### config.mk
export PLATFORM = sky130hd
export DESIGN_NAME = cp0_exc_unit
export DESIGN_NICKNAME = d
export VERILOG_FILES = /design/src/rtl/cp0_exc_unit_pkg.sv /design/src/rtl/cp0_int_arb.sv /design/src/rtl/cp0_exc_unit.sv
export SDC_FILE = /design/constraint.sdc
export NUM_CORES = 1
export LEC_CHECK = 0
export CAP_MARGIN = 20
export CORE_MARGIN = 10
export CORE_UTILIZATION = 23
export DETAILED_ROUTE_END_ITERATION = 10
export PLACE_DENSITY = 0.52
export SYNTH_ARGS = -nofsm -noshare
export SYNTH_HDL_FRONTEND = slang
export SYNTH_SLANG_ARGS = --single-unit
### constraint.sdc
create_clock -name clk -period 2.2 [get_ports clk]
set_clock_uncertainty 0.1 [all_clocks]
set_input_delay 0.44 -clock clk [delete_from_list [all_inputs] [get_ports clk]]
set_output_delay 0.44 -clock clk [all_outputs]
set_load 0.005 [all_outputs]
### src/rtl/cp0_exc_unit_pkg.sv
// Shared CP0 constants: register numbers, exception codes and SR/Cause field positions.
// Register helpers assemble the architectural 32-bit views from the stored fields.
package cp0_exc_unit_pkg;

  localparam logic [4:0] CP0_SR    = 5'd12;
  localparam logic [4:0] CP0_CAUSE = 5'd13;
  localparam logic [4:0] CP0_EPC   = 5'd14;
  localparam logic [4:0] CP0_PRID  = 5'd15;

  localparam logic [4:0] EXC_INT  = 5'd0;
  localparam logic [4:0] EXC_ADEL = 5'd4;
  localparam logic [4:0] EXC_ADES = 5'd5;
  localparam logic [4:0] EXC_RI   = 5'd10;
  localparam logic [4:0] EXC_OV   = 5'd12;

  localparam int SR_IE_BIT    = 0;
  localparam int SR_EXL_BIT   = 1;
  localparam int SR_IM_LO     = 10;
  localparam int CAUSE_EXC_LO = 2;
  localparam int CAUSE_IP_LO  = 10;
  localparam int CAUSE_BD_BIT = 31;

  function automatic logic [31:0] pack_sr(input logic [5:0] im, input logic exl,
                                          input logic ie);
    logic [31:0] r;
    r = '0;
    r[SR_IM_LO +: 6] = im;
    r[SR_EXL_BIT]    = exl;
    r[SR_IE_BIT]     = ie;
    return r;
  endfunction

  function automatic logic [31:0] pack_cause(input logic bd, input logic [5:0] ip,
                                             input logic [4:0] exc);
    logic [31:0] r;
    r = '0;
    r[CAUSE_BD_BIT]       = bd;
    r[CAUSE_IP_LO +: 6]   = ip;
    r[CAUSE_EXC_LO +: 5]  = exc;
    return r;
  endfunction

endpackage

### src/rtl/cp0_int_arb.sv
// Combinational request arbitration: decides whether the M-stage instruction is
// preempted and which ExcCode gets recorded. Interrupts win over synchronous exceptions.
module cp0_int_arb
  import cp0_exc_unit_pkg::*;
(
  input  logic       sr_ie_i,
  input  logic       sr_exl_i,
  input  logic [5:0] sr_im_i,
  input  logic [5:0] hw_int_i,
  input  logic [4:0] exc_code_i,
  output logic       int_req_o,
  output logic       exc_req_o,
  output logic       req_o,
  output logic [4:0] code_o
);

  always_comb begin
    int_req_o = sr_ie_i & ~sr_exl_i & (|(hw_int_i & sr_im_i));
    exc_req_o = (exc_code_i != 5'd0) & ~sr_exl_i;
    req_o     = int_req_o | exc_req_o;
    code_o    = int_req_o ? EXC_INT : exc_code_i;
  end

endmodule

### src/rtl/cp0_exc_unit.sv
// CP0 exception/interrupt controller at the M stage: raises Req to flush the pipe,
// records EPC/Cause, and services mfc0/mtc0 on SR, Cause, EPC and PRId.
module cp0_exc_unit
  import cp0_exc_unit_pkg::*;
#(
  parameter logic [31:0] HANDLER_ADDR = 32'h0000_4180,
  parameter logic [31:0] PRID_VAL     = 32'h2021_0001
) (
  input  logic        clk,
  input  logic        reset,
  input  logic [4:0]  A1,
  input  logic [4:0]  A2,
  input  logic [31:0] DIn,
  input  logic        WE,
  input  logic [31:0] VPC,
  input  logic        BDIn,
  input  logic [4:0]  ExcCodeIn,
  input  logic [5:0]  HWInt,
  input  logic        EXLClr,
  output logic        Req,
  output logic [31:0] HandlerPC,
  output logic [31:0] EPCOut,
  output logic [31:0] DOut
);

  logic [5:0]  sr_im_q, sr_im_d;
  logic        sr_exl_q, sr_exl_d;
  logic        sr_ie_q, sr_ie_d;
  logic        cause_bd_q, cause_bd_d;
  logic [5:0]  cause_ip_q, cause_ip_d;
  logic [4:0]  cause_exc_q, cause_exc_d;
  logic [31:0] epc_q, epc_d;

  logic        int_req, exc_req, req;
  logic [4:0]  sel_code;
  logic [31:0] victim_pc;

  cp0_int_arb u_arb (
    .sr_ie_i    (sr_ie_q),
    .sr_exl_i   (sr_exl_q),
    .sr_im_i    (sr_im_q),
    .hw_int_i   (HWInt),
    .exc_code_i (ExcCodeIn),
    .int_req_o  (int_req),
    .exc_req_o  (exc_req),
    .req_o      (req),
    .code_o     (sel_code)
  );

  // A delay-slot victim restarts at its branch so the branch is re-executed.
  assign victim_pc = BDIn ? (VPC - 32'd4) : VPC;

  always_comb begin
    sr_im_d     = sr_im_q;
    sr_exl_d    = sr_exl_q;
    sr_ie_d     = sr_ie_q;
    cause_bd_d  = cause_bd_q;
    cause_ip_d  = HWInt;
    cause_exc_d = cause_exc_q;
    epc_d       = epc_q;
    if (req) begin
      sr_exl_d    = 1'b1;
      cause_bd_d  = BDIn;
      cause_exc_d = sel_code;
      epc_d       = victim_pc & ~32'h3;
    end else begin
      if (WE) begin
        case (A2)
          CP0_SR: begin
            sr_im_d  = DIn[SR_IM_LO +: 6];
            sr_exl_d = DIn[SR_EXL_BIT];
            sr_ie_d  = DIn[SR_IE_BIT];
          end
          CP0_EPC: epc_d = DIn;
          default: ;
        endcase
      end
      // eret clears EXL after any same-cycle mtc0 SR value has been applied.
      if (EXLClr) sr_exl_d = 1'b0;
    end
  end

  always_ff @(posedge clk) begin
    if (!reset) begin
      sr_im_q     <= '0;
      sr_exl_q    <= 1'b0;
      sr_ie_q     <= 1'b0;
      cause_bd_q  <= 1'b0;
      cause_ip_q  <= '0;
      cause_exc_q <= '0;
      epc_q       <= '0;
    end else begin
      sr_im_q     <= sr_im_d;
      sr_exl_q    <= sr_exl_d;
      sr_ie_q     <= sr_ie_d;
      cause_bd_q  <= cause_bd_d;
      cause_ip_q  <= cause_ip_d;
      cause_exc_q <= cause_exc_d;
      epc_q       <= epc_d;
    end
  end

  always_comb begin
    case (A1)
      CP0_SR:    DOut = pack_sr(sr_im_q, sr_exl_q, sr_ie_q);
      CP0_CAUSE: DOut = pack_cause(cause_bd_q, cause_ip_q, cause_exc_q);
      CP0_EPC:   DOut = epc_q;
      CP0_PRID:  DOut = PRID_VAL;
      default:   DOut = 32'd0;
    endcase
  end

  assign Req       = req;
  assign HandlerPC = HANDLER_ADDR;
  assign EPCOut    = epc_q;

endmodule

==> impl_metrics.yaml <==
detailed_routing:
  routed_wl_um: 17820
  drc: 0
  drtIter0Drc: 219
  ant_nets: 0
  vias_per_cell: 4.895
  dr.pass1.iters: 4
  routedWlPerCell_um: 19.14
  via_count: 4557
timing:
  fmax_mhz: 460.0
  hold_slack_ns: 0.3227
  fin_crit_ns: 2.174
  slew_violations: 0
  tightest_slew_ns: 0.7426
  hold_violations: 0
  finalSetupViolCount: 0
  slew_headroom_pct: 50.44
  rsz0062_at_grt: "yes"
  period_share_pct: 98.82
logic_synthesis:
  synth_area_leaders: "dfxtp_1, buf_4, mux2i_1"
  synth.most_common_cell: "dfxtp_1"
  syn_area_um2: 3845
  synth_commonest_cells: "dfxtp_1, clkbuf_1, buf_4"
  yosysTopAreaCell: "dfxtp_1"
  seq_area_frac_synth_pct: 27.07
  synthCells: 474
  synth_edf_count: 0
  synth.ff_latch_count: 52
  avgSynthCellArea_um2: 8.112
  synth_warnings: 0
  async_flop_share_pct: 0
  synth_top_flop_cell: "dfxtp_1"
  synth_top_area_share_pct: 27.07
  ys_types: 52
die:
  initial_utilization_pct: 23.35
  die-area_um2: 22290
  rows: 47
  core-area_um2: 16470
  dieWidth_um: 149.3
  io_pins: 187
  die_y_um: 149.3
clock_tree:
  cts-buffers-inserted: 5
  worstSkewPairLatency_ns: 0.29
  cts_tree: "done"
  clk_pin_slew_ns: 0.07
  clock_sinks: 52
  clockBufferDepth: 2
  cts_root_buffer: "clkbuf_16"
  ctsHoldBuffers: 0
  h-tree-depth: 2
run:
  max_cap_violations: 0
global_route:
  antenna_found_initial: 0
  grt.overflow.total: 0
  grt_pass1_wl_um: 27210
  grtUsageTotal_pct: 15.24
  grt_pass1_vias: 4791
  grt_start_max_net_pins: 36
setup_path:
  cp.required_ns: 2.25
  r2r-start: "sr_im_q[2]"
  r2r_end: "EPCOut[8]"
  reg2regPathDepth: 5
  cp-end-kind: "register"
  crit_type: "input port to register"
  cp-start-kind: "input port"
  r2r_slack_ns: 0.30
  critPathMaxFanout: 3
  crit_arrival_ns: 2.22
worst_hold_path:
  min_path_type: "input port to register"
  hold_end: "cause_ip_q[3]"
  min_from: "HWInt[3]"
  hold_depth: 2
power:
  pwr-share-comb_pct: 30.3
  clock_power_share_pct: 30.0
  vdd_ir_drop_max_uv: 291.0
  intPower_mw: 1.915
  power.total_mw: 2.702
  p_sw_uw: 787.4
  powerDensity_nw_per_um2: 404.5
  p_leak_nw: 2.706
  p_sw_share_pct: 29.14
  power_frac_seq_pct: 39.7
outcome:
  outcome: "completed"
placement:
  place_hpwl_um: 13750
  io_buffers: 152
  gp_congestion: 0.8530
  dpl-instance-area_um2: 6177
  placed_cells: 900
final_layout:
  layout-drive-gt1-share_pct: 31.22
  postLayoutCellArea_um2: 6680
  finalNetCount: 801
  fin_cells: 931
  diodes: 0
  areaGrowthSynthToFinish_pct: 73.74
-- timing repair --
action / CTS / global route
cloned: 4 / 1
pin swaps: 20 / 22
setup endpoints to repair: 58 / 49
gates resized for setup: 185 / 53
buffers inserted: 21 / 6
-- worst max-delay path, stage by stage --
cell             delay (ns)
clkdlybuf4s15_1        0.19
or4_4                  0.54
buf_6                  0.14
o31a_1                 0.31
a2111oi_4              0.39
buf_4                  0.18
a211oi_1               0.04
-- area by class of cell --
cell class	count	area (µm²)
Tap cell	220	275.3
Fill cell	1706	9786
Multi-Input combinational cell	354	2699
Clock inverter	2	10.01
Inverter	23	86.33
Clock buffer	6	138.9
Timing Repair Buffer	274	2430
Sequential cell	52	1041
-- worst max path at each step --
stage | from | to | slack [ns] | cells past startpoint
CTS | VPC[12] | EPCOut[22] | 0.002 | 8
global route | A1[2] | DOut[26] | -0.009 | 9
floorplan | VPC[2] | EPCOut[12] | 0.02 | 6
detailed placement | VPC[2] | EPCOut[14] | -0.92 | 8
global placement | VPC[2] | EPCOut[14] | -0.87 | 8
finish | VPC[7] | EPCOut[14] | 0.03 | 7
-- flip-flops by register name (all words and copies together), names as in the netlist --
signal,flops
cause_exc_q,5
sr_ie_q,1
cause_ip_q,6
sr_exl_q,1
cause_bd_q,1
EPCOut,32
sr_im_q,6
-- per-stage QoR --
step	util [%]	setup TNS, ns	worst slack (ns)
after floorplan	-	0	0.01841
after global placement	37.52	-32.99	-0.8712
after detailed placement	37.52	-34.07	-0.9231
after CTS	40.21	0	0.002351
after global routing	40.57	-0.009382	-0.009382
final	40.57	0	0.02604
-- placed cells by master (no fill, tap or decap), drive strengths merged, types with 4 or more instances in the layout --
cell           netlist  layout
buf                 37     147
clkdlybuf4s50        0      90
dfxtp               52      52
conb                 2      32
nor4                25      25
inv                 23      23
and2                23      23
o31a                22      22
nand2               21      21
mux2i               20      20
a211oi              17      17
o41ai               17      17
or4                 17      17
clkbuf              38      16
a31oi               15      15
o31ai               14      14
nor3                14      14
dlymetal6s2s         0      12
dlygate4sd2          0      12
or3                 12      12
a22oi                9       9
a21oi                8       8
nor2                 8       8
o21a                 7       7
nand4                7       7
a22o                 6       6
o21ai                6       6
or3b                 6       6
o2bb2ai              5       5
nor4b                4       4
nand3                4       4
xor2                 4       4
a2111oi              4       4
-- power groups by stage --
stage | combinational (mW) | sequential (mW) | clock [mW]
after CTS | 0.808 | 1.07 | 0.835
after detailed placement | 0.779 | 1.09 | 0
after global placement | 0.771 | 1.09 | 0
after floorplan | 0.323 | 1.07 | 0
final | 0.820 | 1.07 | 0.810
after global routing | 0.889 | 1.08 | 0.873
-- logic make-up after synthesis --
group	count (synthesis)	share of synthesized area, %
other	2	0.1953
adders and majority gates	1	0.3254
and+or+nand+nor	157	25.28
muxes	20	5.207
xor gates and xnor gates	5	1.139
AOI/OAI and AO/OA	139	27.99
DFF	52	27.07
buffers and inverters	98	12.79
-- per-layer routing --
layer / GRT usage (%) / vias to the layer above / routed length [µm]
met4: 4.711 / 0 / 369
li1: - / 2241 / -
met2: 26.60 / 132 / 8789
met3: 2.609 / 15 / 954
met5: 0 / - / 0
met1: 18.59 / 2169 / 7707
Power figures use the tool's default switching activity.
